$ cat config.mk
export PLATFORM = sky130hd
export DESIGN_NAME = mips_mc_controller_flat
export DESIGN_NICKNAME = d
export VERILOG_FILES = /design/src/rtl/mips_mc_controller_if.sv /design/src/rtl/mips_mc_controller.sv /design/src/flat_wrapper.sv
export SDC_FILE = /design/constraint.sdc
export NUM_CORES = 1
export LEC_CHECK = 0
export CAP_MARGIN = 10
export CORE_ASPECT_RATIO = 0.9
export CORE_UTILIZATION = 40
export CTS_CLUSTER_SIZE = 14
export DETAILED_ROUTE_END_ITERATION = 8
export GPL_TIMING_DRIVEN = 0
export PLACE_DENSITY = 0.76
export SLEW_MARGIN = 20
export SYNTH_ARGS = -nofsm -noshare
export SYNTH_HDL_FRONTEND = slang
export SYNTH_SLANG_ARGS = --single-unit
$ cat constraint.sdc
create_clock -name clk -period 3.85 [get_ports clk]
set_input_delay 0.9625 -clock clk [delete_from_list [all_inputs] [get_ports clk]]
set_output_delay 0.9625 -clock clk [all_outputs]
set_load 0.01 [all_outputs]
$ cat src/rtl/mips_mc_controller_if.sv
// rtl/mips_mc_controller_if.sv - control bus between the multicycle MIPS controller and its datapath
interface mips_mc_controller_if #(
    parameter int INSTR_WITDTH     = 32,
    parameter int ALU_CTRL_WIDTH   = 4,
    parameter int REG_WR_SRC_WIDTH = 2,
    parameter int HI_LO_SEL_WIDTH  = 2
);
    logic [INSTR_WITDTH-1:0]     instr;
    logic                        zero;
    logic                        pcen;
    logic                        iord;
    logic                        irwrite;
    logic                        memwrite;
    logic                        regdst;
    logic                        regwrite;
    logic                        alusrca;
    logic [1:0]                  alusrcb;
    logic [1:0]                  pcsrc;
    logic [ALU_CTRL_WIDTH-1:0]   alucontrl;
    logic [REG_WR_SRC_WIDTH-1:0] select_regwrite;
    logic                        hi_write;
    logic                        lo_write;
    logic [HI_LO_SEL_WIDTH-1:0]  hi_select;
    logic [HI_LO_SEL_WIDTH-1:0]  lo_select;
    logic                        md_busy;
    logic                        illegal;

    modport master (
        input  instr, zero,
        output pcen, iord, irwrite, memwrite, regdst, regwrite, alusrca, alusrcb, pcsrc,
               alucontrl, select_regwrite, hi_write, lo_write, hi_select, lo_select,
               md_busy, illegal
    );

    modport slave (
        output instr, zero,
        input  pcen, iord, irwrite, memwrite, regdst, regwrite, alusrca, alusrcb, pcsrc,
               alucontrl, select_regwrite, hi_write, lo_write, hi_select, lo_select,
               md_busy, illegal
    );
endinterface

$ cat src/rtl/mips_mc_controller.sv
// rtl/mips_mc_controller.sv - multicycle MIPS control FSM with registered Moore outputs
// MIPS_MC_HILO_EN adds mult/div sequencing and HI/LO moves; undefined, those functs are illegal.
module mips_mc_controller #(
    parameter int INSTR_WITDTH     = 32,
    parameter int ALU_CTRL_WIDTH   = 4,
    parameter int REG_WR_SRC_WIDTH = 2,
    parameter int HI_LO_SEL_WIDTH  = 2,
    parameter int MD_LATENCY       = 32
) (
    input  logic clk,
    input  logic rst_n,
    mips_mc_controller_if.master bus
);
    localparam logic [5:0] OP_RTYPE = 6'h00, OP_J = 6'h02, OP_BEQ = 6'h04;
    localparam logic [5:0] OP_ADDI = 6'h08, OP_LW = 6'h23, OP_SW = 6'h2B;
    localparam logic [5:0] F_JR = 6'h08;
`ifdef MIPS_MC_HILO_EN
    localparam logic [5:0] F_MFHI = 6'h10, F_MTHI = 6'h11, F_MFLO = 6'h12, F_MTLO = 6'h13;
    localparam logic [5:0] F_MULT = 6'h18, F_DIV = 6'h1A;
    localparam int SRW_W = REG_WR_SRC_WIDTH;
    localparam int CNT_W = $clog2(MD_LATENCY + 1);
`else
    localparam int SRW_W = 1;
    localparam int unused_md_latency = MD_LATENCY;
`endif

    typedef enum logic [4:0] {
        S_RST, S_FETCH, S_DECODE, S_MEMADR, S_MEMRD, S_MEMWB, S_MEMWR, S_EXEC, S_ALUWB,
        S_ADDIEX, S_ADDIWB, S_BRANCH, S_JUMP, S_JR, S_ILLEGAL
`ifdef MIPS_MC_HILO_EN
        , S_HLRD, S_HLWR, S_MDWAIT
`endif
    } state_t;

    typedef struct packed {
        logic                      pcen;
        logic                      iord;
        logic                      irwrite;
        logic                      memwrite;
        logic                      regdst;
        logic                      regwrite;
        logic                      alusrca;
        logic [1:0]                alusrcb;
        logic [1:0]                pcsrc;
        logic [ALU_CTRL_WIDTH-1:0] alucontrl;
        logic [SRW_W-1:0]          select_regwrite;
        logic                      illegal;
`ifdef MIPS_MC_HILO_EN
        logic                       hi_write;
        logic                       lo_write;
        logic [HI_LO_SEL_WIDTH-1:0] hi_select;
        logic [HI_LO_SEL_WIDTH-1:0] lo_select;
        logic                       md_busy;
`endif
    } ctrl_t;

    state_t state_q, state_d;
    ctrl_t  ctrl_q, ctrl_d;
`ifdef MIPS_MC_HILO_EN
    logic [CNT_W-1:0] cnt_q, cnt_d;
`endif

    logic [5:0]                opcode;
    logic [5:0]                funct;
    logic                      alu_ok;
    logic [ALU_CTRL_WIDTH-1:0] alu_code;
    logic                      unused_instr;

    assign opcode       = bus.instr[INSTR_WITDTH-1 -: 6];
    assign funct        = bus.instr[5:0];
    assign unused_instr = ^bus.instr[INSTR_WITDTH-7:6];

    always_comb begin
        alu_ok   = 1'b1;
        alu_code = '0;
        case (funct)
            6'h20:   alu_code = ALU_CTRL_WIDTH'(4'b0010);
            6'h22:   alu_code = ALU_CTRL_WIDTH'(4'b0110);
            6'h24:   alu_code = ALU_CTRL_WIDTH'(4'b0000);
            6'h25:   alu_code = ALU_CTRL_WIDTH'(4'b0001);
            6'h26:   alu_code = ALU_CTRL_WIDTH'(4'b0011);
            6'h27:   alu_code = ALU_CTRL_WIDTH'(4'b0100);
            6'h2A:   alu_code = ALU_CTRL_WIDTH'(4'b0111);
            6'h00:   alu_code = ALU_CTRL_WIDTH'(4'b1000);
            6'h02:   alu_code = ALU_CTRL_WIDTH'(4'b1001);
            6'h03:   alu_code = ALU_CTRL_WIDTH'(4'b1010);
            6'h04:   alu_code = ALU_CTRL_WIDTH'(4'b1011);
            6'h06:   alu_code = ALU_CTRL_WIDTH'(4'b1100);
            6'h07:   alu_code = ALU_CTRL_WIDTH'(4'b1101);
            default: alu_ok   = 1'b0;
        endcase
    end

    always_comb begin
        state_d = S_FETCH;
`ifdef MIPS_MC_HILO_EN
        cnt_d = cnt_q;
`endif
        case (state_q)
            S_FETCH:  state_d = S_DECODE;
            S_MEMADR: state_d = (opcode == OP_LW) ? S_MEMRD : S_MEMWR;
            S_MEMRD:  state_d = S_MEMWB;
            S_EXEC:   state_d = S_ALUWB;
            S_ADDIEX: state_d = S_ADDIWB;
            S_DECODE: begin
                case (opcode)
                    OP_LW, OP_SW: state_d = S_MEMADR;
                    OP_ADDI:      state_d = S_ADDIEX;
                    OP_BEQ:       state_d = S_BRANCH;
                    OP_J:         state_d = S_JUMP;
                    OP_RTYPE: begin
                        if (funct == F_JR)
                            state_d = S_JR;
                        else if (alu_ok)
                            state_d = S_EXEC;
`ifdef MIPS_MC_HILO_EN
                        else if (funct == F_MFHI || funct == F_MFLO)
                            state_d = S_HLRD;
                        else if (funct == F_MTHI || funct == F_MTLO)
                            state_d = S_HLWR;
                        else if (funct == F_MULT || funct == F_DIV) begin
                            state_d = S_MDWAIT;
                            cnt_d   = CNT_W'(MD_LATENCY - 1);
                        end
`endif
                        else
                            state_d = S_ILLEGAL;
                    end
                    default: state_d = S_ILLEGAL;
                endcase
            end
`ifdef MIPS_MC_HILO_EN
            // Count saturates at zero; that cycle performs the HI/LO write and exits.
            S_MDWAIT: begin
                if (cnt_q != '0) begin
                    state_d = S_MDWAIT;
                    cnt_d   = cnt_q - 1'b1;
                end
            end
`endif
            default: state_d = S_FETCH;
        endcase
    end

    // Outputs are decoded for the upcoming state so they leave a register.
    always_comb begin
        ctrl_d = '0;
        case (state_d)
            S_FETCH: begin
                ctrl_d.irwrite   = 1'b1;
                ctrl_d.pcen      = 1'b1;
                ctrl_d.alusrcb   = 2'b01;
                ctrl_d.alucontrl = ALU_CTRL_WIDTH'(4'b0010);
            end
            S_DECODE: begin
                ctrl_d.alusrcb   = 2'b11;
                ctrl_d.alucontrl = ALU_CTRL_WIDTH'(4'b0010);
            end
            S_MEMADR, S_ADDIEX: begin
                ctrl_d.alusrca   = 1'b1;
                ctrl_d.alusrcb   = 2'b10;
                ctrl_d.alucontrl = ALU_CTRL_WIDTH'(4'b0010);
            end
            S_MEMRD: ctrl_d.iord = 1'b1;
            S_MEMWB: begin
                ctrl_d.regwrite        = 1'b1;
                ctrl_d.select_regwrite = SRW_W'(1);
            end
            S_MEMWR: begin
                ctrl_d.iord     = 1'b1;
                ctrl_d.memwrite = 1'b1;
            end
            S_EXEC: begin
                ctrl_d.alusrca   = 1'b1;
                ctrl_d.alucontrl = alu_code;
            end
            S_ALUWB: begin
                ctrl_d.regdst   = 1'b1;
                ctrl_d.regwrite = 1'b1;
            end
            S_ADDIWB: ctrl_d.regwrite = 1'b1;
            S_BRANCH: begin
                ctrl_d.alusrca   = 1'b1;
                ctrl_d.alucontrl = ALU_CTRL_WIDTH'(4'b0110);
                ctrl_d.pcsrc     = 2'b01;
            end
            S_JUMP: begin
                ctrl_d.pcsrc = 2'b10;
                ctrl_d.pcen  = 1'b1;
            end
            S_JR: begin
                ctrl_d.pcsrc = 2'b11;
                ctrl_d.pcen  = 1'b1;
            end
            S_ILLEGAL: ctrl_d.illegal = 1'b1;
`ifdef MIPS_MC_HILO_EN
            S_HLRD: begin
                ctrl_d.regdst          = 1'b1;
                ctrl_d.regwrite        = 1'b1;
                ctrl_d.select_regwrite = (funct == F_MFHI) ? SRW_W'(2) : SRW_W'(3);
            end
            S_HLWR: begin
                if (funct == F_MTHI) begin
                    ctrl_d.hi_write  = 1'b1;
                    ctrl_d.hi_select = HI_LO_SEL_WIDTH'(2'b01);
                end else begin
                    ctrl_d.lo_write  = 1'b1;
                    ctrl_d.lo_select = HI_LO_SEL_WIDTH'(2'b01);
                end
            end
            S_MDWAIT: begin
                ctrl_d.md_busy = 1'b1;
                if (cnt_d == '0) begin
                    ctrl_d.hi_write  = 1'b1;
                    ctrl_d.lo_write  = 1'b1;
                    ctrl_d.hi_select = (funct == F_DIV) ? HI_LO_SEL_WIDTH'(2'b10) : HI_LO_SEL_WIDTH'(2'b11);
                    ctrl_d.lo_select = (funct == F_DIV) ? HI_LO_SEL_WIDTH'(2'b10) : HI_LO_SEL_WIDTH'(2'b11);
                end
            end
`endif
            default: ctrl_d = '0;
        endcase
    end

    always_ff @(posedge clk) begin
        if (!rst_n) begin
            state_q <= S_RST;
            ctrl_q  <= '0;
`ifdef MIPS_MC_HILO_EN
            cnt_q   <= '0;
`endif
        end else begin
            state_q <= state_d;
            ctrl_q  <= ctrl_d;
`ifdef MIPS_MC_HILO_EN
            cnt_q   <= cnt_d;
`endif
        end
    end

    assign bus.pcen            = ctrl_q.pcen | ((state_q == S_BRANCH) & bus.zero);
    assign bus.iord            = ctrl_q.iord;
    assign bus.irwrite         = ctrl_q.irwrite;
    assign bus.memwrite        = ctrl_q.memwrite;
    assign bus.regdst          = ctrl_q.regdst;
    assign bus.regwrite        = ctrl_q.regwrite;
    assign bus.alusrca         = ctrl_q.alusrca;
    assign bus.alusrcb         = ctrl_q.alusrcb;
    assign bus.pcsrc           = ctrl_q.pcsrc;
    assign bus.alucontrl       = ctrl_q.alucontrl;
    assign bus.select_regwrite = REG_WR_SRC_WIDTH'(ctrl_q.select_regwrite);
    assign bus.illegal         = ctrl_q.illegal;
`ifdef MIPS_MC_HILO_EN
    assign bus.hi_write  = ctrl_q.hi_write;
    assign bus.lo_write  = ctrl_q.lo_write;
    assign bus.hi_select = ctrl_q.hi_select;
    assign bus.lo_select = ctrl_q.lo_select;
    assign bus.md_busy   = ctrl_q.md_busy;
`else
    assign bus.hi_write  = 1'b0;
    assign bus.lo_write  = 1'b0;
    assign bus.hi_select = HI_LO_SEL_WIDTH'(0);
    assign bus.lo_select = HI_LO_SEL_WIDTH'(0);
    assign bus.md_busy   = 1'b0;
`endif
endmodule

$ cat src/flat_wrapper.sv
// flat-port wrapper written by rule: the top's interface ports become plain ports
module mips_mc_controller_flat 
#(
    parameter int INSTR_WITDTH     = 32,
    parameter int ALU_CTRL_WIDTH   = 4,
    parameter int REG_WR_SRC_WIDTH = 2,
    parameter int HI_LO_SEL_WIDTH  = 2,
    parameter int MD_LATENCY       = 32
)
  (clk, rst_n, bus_instr, bus_zero, bus_pcen, bus_iord, bus_irwrite, bus_memwrite, bus_regdst, bus_regwrite, bus_alusrca, bus_alusrcb, bus_pcsrc, bus_alucontrl, bus_select_regwrite, bus_hi_write, bus_lo_write, bus_hi_select, bus_lo_select, bus_md_busy, bus_illegal);
  mips_mc_controller_if #(.INSTR_WITDTH(INSTR_WITDTH), .ALU_CTRL_WIDTH(ALU_CTRL_WIDTH), .REG_WR_SRC_WIDTH(REG_WR_SRC_WIDTH), .HI_LO_SEL_WIDTH(HI_LO_SEL_WIDTH)) bus_i ();
  input  logic clk;
  input  logic rst_n;
  input wire logic [$bits(bus_i.instr)-1:0] bus_instr;
  input wire logic [$bits(bus_i.zero)-1:0] bus_zero;
  output wire logic [$bits(bus_i.pcen)-1:0] bus_pcen;
  output wire logic [$bits(bus_i.iord)-1:0] bus_iord;
  output wire logic [$bits(bus_i.irwrite)-1:0] bus_irwrite;
  output wire logic [$bits(bus_i.memwrite)-1:0] bus_memwrite;
  output wire logic [$bits(bus_i.regdst)-1:0] bus_regdst;
  output wire logic [$bits(bus_i.regwrite)-1:0] bus_regwrite;
  output wire logic [$bits(bus_i.alusrca)-1:0] bus_alusrca;
  output wire logic [$bits(bus_i.alusrcb)-1:0] bus_alusrcb;
  output wire logic [$bits(bus_i.pcsrc)-1:0] bus_pcsrc;
  output wire logic [$bits(bus_i.alucontrl)-1:0] bus_alucontrl;
  output wire logic [$bits(bus_i.select_regwrite)-1:0] bus_select_regwrite;
  output wire logic [$bits(bus_i.hi_write)-1:0] bus_hi_write;
  output wire logic [$bits(bus_i.lo_write)-1:0] bus_lo_write;
  output wire logic [$bits(bus_i.hi_select)-1:0] bus_hi_select;
  output wire logic [$bits(bus_i.lo_select)-1:0] bus_lo_select;
  output wire logic [$bits(bus_i.md_busy)-1:0] bus_md_busy;
  output wire logic [$bits(bus_i.illegal)-1:0] bus_illegal;
  assign bus_i.instr = bus_instr;
  assign bus_i.zero = bus_zero;
  assign bus_pcen = bus_i.pcen;
  assign bus_iord = bus_i.iord;
  assign bus_irwrite = bus_i.irwrite;
  assign bus_memwrite = bus_i.memwrite;
  assign bus_regdst = bus_i.regdst;
  assign bus_regwrite = bus_i.regwrite;
  assign bus_alusrca = bus_i.alusrca;
  assign bus_alusrcb = bus_i.alusrcb;
  assign bus_pcsrc = bus_i.pcsrc;
  assign bus_alucontrl = bus_i.alucontrl;
  assign bus_select_regwrite = bus_i.select_regwrite;
  assign bus_hi_write = bus_i.hi_write;
  assign bus_lo_write = bus_i.lo_write;
  assign bus_hi_select = bus_i.hi_select;
  assign bus_lo_select = bus_i.lo_select;
  assign bus_md_busy = bus_i.md_busy;
  assign bus_illegal = bus_i.illegal;
  mips_mc_controller #(.INSTR_WITDTH(INSTR_WITDTH), .ALU_CTRL_WIDTH(ALU_CTRL_WIDTH), .REG_WR_SRC_WIDTH(REG_WR_SRC_WIDTH), .HI_LO_SEL_WIDTH(HI_LO_SEL_WIDTH), .MD_LATENCY(MD_LATENCY)) u_core (.clk(clk), .rst_n(rst_n), .bus(bus_i));
endmodule
# After elaboration in Yosys (flattened, before gate mapping)
# Cells that the tools add are included.
word_totals:
  regBits: 22
  in_bits: 35
  out_inout_bits: 25
classes:
  n_bitwise: 2
  muxes: 19
  n_eq_ne: 39
  reduce_logical: 10
op_table:
  columns: ["op", "count"]
  rows:
  - ["6-bit == test, second input constant", 9]
  - ["4-bit one-hot mux with 12 select lines", 1]
  - ["5-bit by 4-bit == test with 1-bit output, second input constant", 9]
  - ["5-bit by 3-bit == test with 1-bit output, second input constant", 6]
  - ["5-bit one-hot mux with 6 select lines", 1]
  - ["5-bit one-hot mux with 5 select lines", 1]
  - ["6-bit by 3-bit == test with 1-bit output, second input constant", 4]
  - ["5-bit by 2-bit == test with 1-bit output, second input constant", 4]
  - ["6-bit by 2-bit == test with 1-bit output, second input constant", 3]
  - ["13-bit OR reduction", 1]
  - ["6-bit by 4-bit == test with 1-bit output, second input constant", 2]
  - ["6-bit logical NOT", 2]
  - ["2-bit one-hot mux with 3 select lines", 2]
  - ["4-bit one-hot mux with 3 select lines", 1]
  - ["5-bit by 1-bit == test with 1-bit output, second input constant", 2]
  - ["1-bit two-way mux", 10]
  - ["4-bit OR reduction", 2]
  - ["2-bit OR reduction", 3]
  - ["3-bit OR reduction", 2]
  - ["5-bit two-way mux", 1]
  - ["4-bit two-way mux", 1]
  - ["2-bit two-way mux", 1]
  - ["1-bit AND", 1]
  - ["1-bit bitwise OR", 1]

# Depth between registers and ports, before layout
logic_depth:
  depth_word: 10
  depth_mapped: 8

# Worst setup path after synthesis
# Ideal clock, no wire load.
synth_timing:
  kind: "input to register"
  start: "input port bus_instr[27]"
  end: "register u_core.ctrl_q[16] in the netlist's numbering"
  arrival_time_ps: 3014
  cell_stages: 6
  setup_slack_ps: 770
  path_cell_list: "or4_1 or4_1 o221a_1 a311o_1 or3_1 a21oi_2"
synth_via:
  elab_chain_len: 7
synth_rtl:
  columns: ["item", "line_no", "rtl"]
  rows:
  - ["from (decl)", "flat_wrapper.sv:14", "input wire logic [$bits(bus_i.instr)-1:0] bus_instr;"]
  - ["6-bit == test (on tied branches)", "mips_mc_controller.sv:106, mips_mc_controller.sv:101", null]
  - ["2-bit OR reduction", "mips_mc_controller.sv:106", "case (opcode)"]
  - ["5-bit one-hot mux with 5 select lines", "mips_mc_controller.sv:106", null]
  - ["5-bit one-hot mux with 6 select lines (*)", "mips_mc_controller.sv:99", "case (state_q)"]
  - ["5-bit by 1-bit == test with 1-bit output or 5-bit by 4-bit == test with 1-bit output (tied branches)", "mips_mc_controller.sv:148", "case (state_d)"]
  - ["3-bit OR reduction (no line) (*)", null, null]
  - ["1-bit two-way mux (*)", "mips_mc_controller.sv:148", null]
  - ["to (signal assigned)", "mips_mc_controller.sv:234", "ctrl_q <= ctrl_d;"]
  - ["to (decl)", "mips_mc_controller.sv:58", "ctrl_t ctrl_q, ctrl_d;"]
# Every way passes the cells marked *; elsewhere a longest branch is shown, timed or not.
# A chain may end at the register's enable or synchronous reset.

# Final worst setup path
layout_timing:
  start: "input port bus_instr[26]"
  end: "register u_core.ctrl_q[16] in the netlist's numbering"
# Same word-level chain as after synthesis.

==> flow_summary.json <==
{
  "status": "completed",
  "start_kind": "input pin",
  "crit_type": "in -> reg",
  "cts_buffer_depth": 2,
  "rsz0062_at_grt": "false",
  "final_nets": 229,
  "cellLeakagePower_nw": 0.662,
  "overflow": 0,
  "dp_slack_ns": 0.123,
  "root_buffer": "clkbuf_4",
  "routabilityCongestion": 0.867,
  "grt_pass1_wl_mm": 4.36,
  "portBuffers": 28,
  "max_freq_mhz": 292,
  "p_per_area_nw_per_um2": 542,
  "grt_pass1_vias": 1002,
  "synth_cell_types": 49,
  "initial_core_util_pct": 44.2,
  "fin_skew_ns": 0.0128,
  "finalPower_uw": 897,
  "post_cts_buffers": 0,
  "final.setup.tns_ns": 0,
  "postPlaceCellArea_um2": 1620,
  "final_core_utilization_pct": 57.9,
  "ys_ff_latch": 21,
  "layout-drive-gt1-share_pct": 15.5,
  "max-cap-violations": 0,
  "hold_ws_ns": 0.743,
  "ctsResizeCount": 0,
  "h-tree-depth": 1,
  "worstPathArrival_ns": 3.68,
  "die_area_um2": 3390,
  "grt_start_max_net_pins": 13,
  "areaGrowthSynthToFinish_pct": 31.0,
  "synthArstFlopShare_pct": 0,
  "worstPathRequired_ns": 4.10,
  "stdcell_area_um2": 1660,
  "drcViolationCount": 0,
  "viasPerCell": 5.17,
  "dp.cells": 229,
  "cts_sinks": 21,
  "wl_mm": 2.65,
  "synth-main-ff-cell": "dfxtp_1",
  "cpMostUsedCell": "or4_1",
  "worstSetupEndpointType": "register",
  "ys_seq_area_share_pct": 33.3,
  "initialDrtViolationCount": 46,
  "worst_slew_pin_slew_ns": 0.939,
  "hold_violations": 0,
  "cts_buffers": 3,
  "setup-violations-final": 0,
  "syn_inst": 154,
  "vdd_drop_max_mv": 0.224,
  "finalCriticalPeriod_ns": 3.42,
  "ctsHoldBuffers": 0,
  "antenna_found_initial": 0,
  "fin_ws_ns": 0.427,
  "clkLatencyLatePin_ns": 0.31,
  "slowest_delay_ns": 0.55,
  "wl_per_cell_um": 11.4,
  "synth_edf_count": 0,
  "yosysWarningCount": 0,
  "ant_nets": 0,
  "cts_tree": "built",
  "rows": 18,
  "path_clk_slew_ns": 0.12,
  "post-route-period-util_pct": 88.9,
  "die_w_um": 61.2,
  "finalNonFillerCells": 233,
  "first_pass_iters": 4,
  "hold_path_class": "reg -> reg",
  "vias": 1204,
  "hpwlAfterDp_mm": 2.07,
  "io_pins": 60,
  "syn_avg_cell_area_um2": 8.21,
  "die_h_um": 55.3,
  "slowest_stage": "or4_1",
  "crit_fanout": 7,
  "synth_area_um2": 1260,
  "n_antenna_cell": 0,
  "core_area_um2": 2860,
  "path_cells": "clkdlybuf4s50_1 -> or4_1 -> or4_1 -> o221a_1 -> a311o_1 -> or3_1 -> a21oi_2",
  "track_usage_pct": 16.7,
  "slew_headroom_pct": 36.8,
  "drv_slew": 0
}
## synth_stat cells (2+ instances only)
cell type | count | area (um2)
nand3_1 | 5 | 25.0
nand2_1 | 5 | 18.8
inv_1 | 7 | 26.3
xnor2_1 | 4 | 35.0
and3_1 | 2 | 12.5
o21ai_0 | 4 | 20.0
a31oi_1 | 2 | 12.5
o31ai_1 | 2 | 15.0
nor3_1 | 5 | 25.0
nor2_1 | 13 | 48.8
nor4_1 | 5 | 31.3
or4_1 | 3 | 22.5
clkbuf_1 | 5 | 18.8
a21oi_1 | 4 | 20.0
buf_4 | 19 | 143
and2_1 | 3 | 18.8
nor3b_1 | 3 | 22.5
or3_1 | 3 | 18.8
nor2b_1 | 4 | 25.0
dfxtp_1 | 21 | 420
nand2b_1 | 7 | 43.8
## cell families (layout without fill, tap and decap cells)
family	count (synthesis)	count (layout)	synth area share [%]
and+or+nand+nor	66	66	29.8
buffers and inverters	31	63	14.9
adders and majority gates	1	1	0.792
xor gates and xnor gates	5	5	3.47
muxes	1	1	0.891
DFF	21	21	33.3
AOI/OAI and AO/OA	28	28	16.6
other	1	8	0.297
## critical path: cells and delay by family
family | cells | cell delay, ns
AO/OA/AOI/OAI | 3 | 0.89
buffers and inverters | 1 | 0.48
AND/OR/NAND/NOR | 3 | 1.35
## power breakdown
group / leakage, nW / switching (mW) / internal (mW)
registers: 0.171 / 0.0231 / 0.265
logic: 0.473 / 0.258 / 0.247
clock network: 0.0177 / 0.0651 / 0.0388
total: 0.662 / 0.346 / 0.551
## layer usage
metal  track usage (%)  up-vias  wire, um
li1                  -      608         -
met1              21.2      549      1220
met2              27.6       42      1250
met3              2.81        5       156
met4              5.84        0        27
met5                 0        -         0
## layout by cell type (no fill, tap or decap), drive strengths merged, types with 2 or more instances in the layout
cell and count:
a21oi 5, a31oi 2, and2 4, and3 3, buf 19, clkbuf 8, clkdlybuf4s50 28, conb 8
dfxtp 21, inv 7, nand2 5, nand2b 7, nand3 5, nor2 13, nor2b 4, nor3 5
nor3b 3, nor4 5, o21ai 4, o311ai 2, o31ai 2, or3 3, or4 4, xnor2 4
## worst paths after layout
| kind | startpoint | endpoint | slack, ns | cells past startpoint |
|---|---|---|---|---|
| setup / recovery | bus_instr[26] | u_core.ctrl_q[16] | 0.43 | 7 |
| hold / removal | u_core.state_q[1] | u_core.bus.iord | 0.74 | 3 |
| setup reg to reg | u_core.state_q[1] | u_core.bus.alucontrl[1] | 1.60 | 7 |
| hold reg to reg | u_core.state_q[1] | u_core.bus.iord | 0.74 | 3 |
## state kept, by name (all words and copies together), names as in the netlist
name                        flops
u_core.bus.alucontrl            4
u_core.bus.alusrca              1
u_core.bus.alusrcb              2
u_core.bus.illegal              1
u_core.bus.iord                 1
u_core.bus.irwrite              1
u_core.bus.memwrite             1
u_core.bus.pcsrc                2
u_core.bus.regdst               1
u_core.bus.regwrite             1
u_core.bus.select_regwrite      1
u_core.ctrl_q                   1
u_core.state_q                  4
## final cells by class
type,count,area [um2]
buffer,24,161
timing repair buffer,28,280
fill,268,1200
clock inverter,1,5.00
clock buffer,3,22.5
tap,40,50.0
multi-input combinational,109,689
sequential,21,420
inverter,7,26.3
No activity file was read; power rests on OpenSTA's default activity.
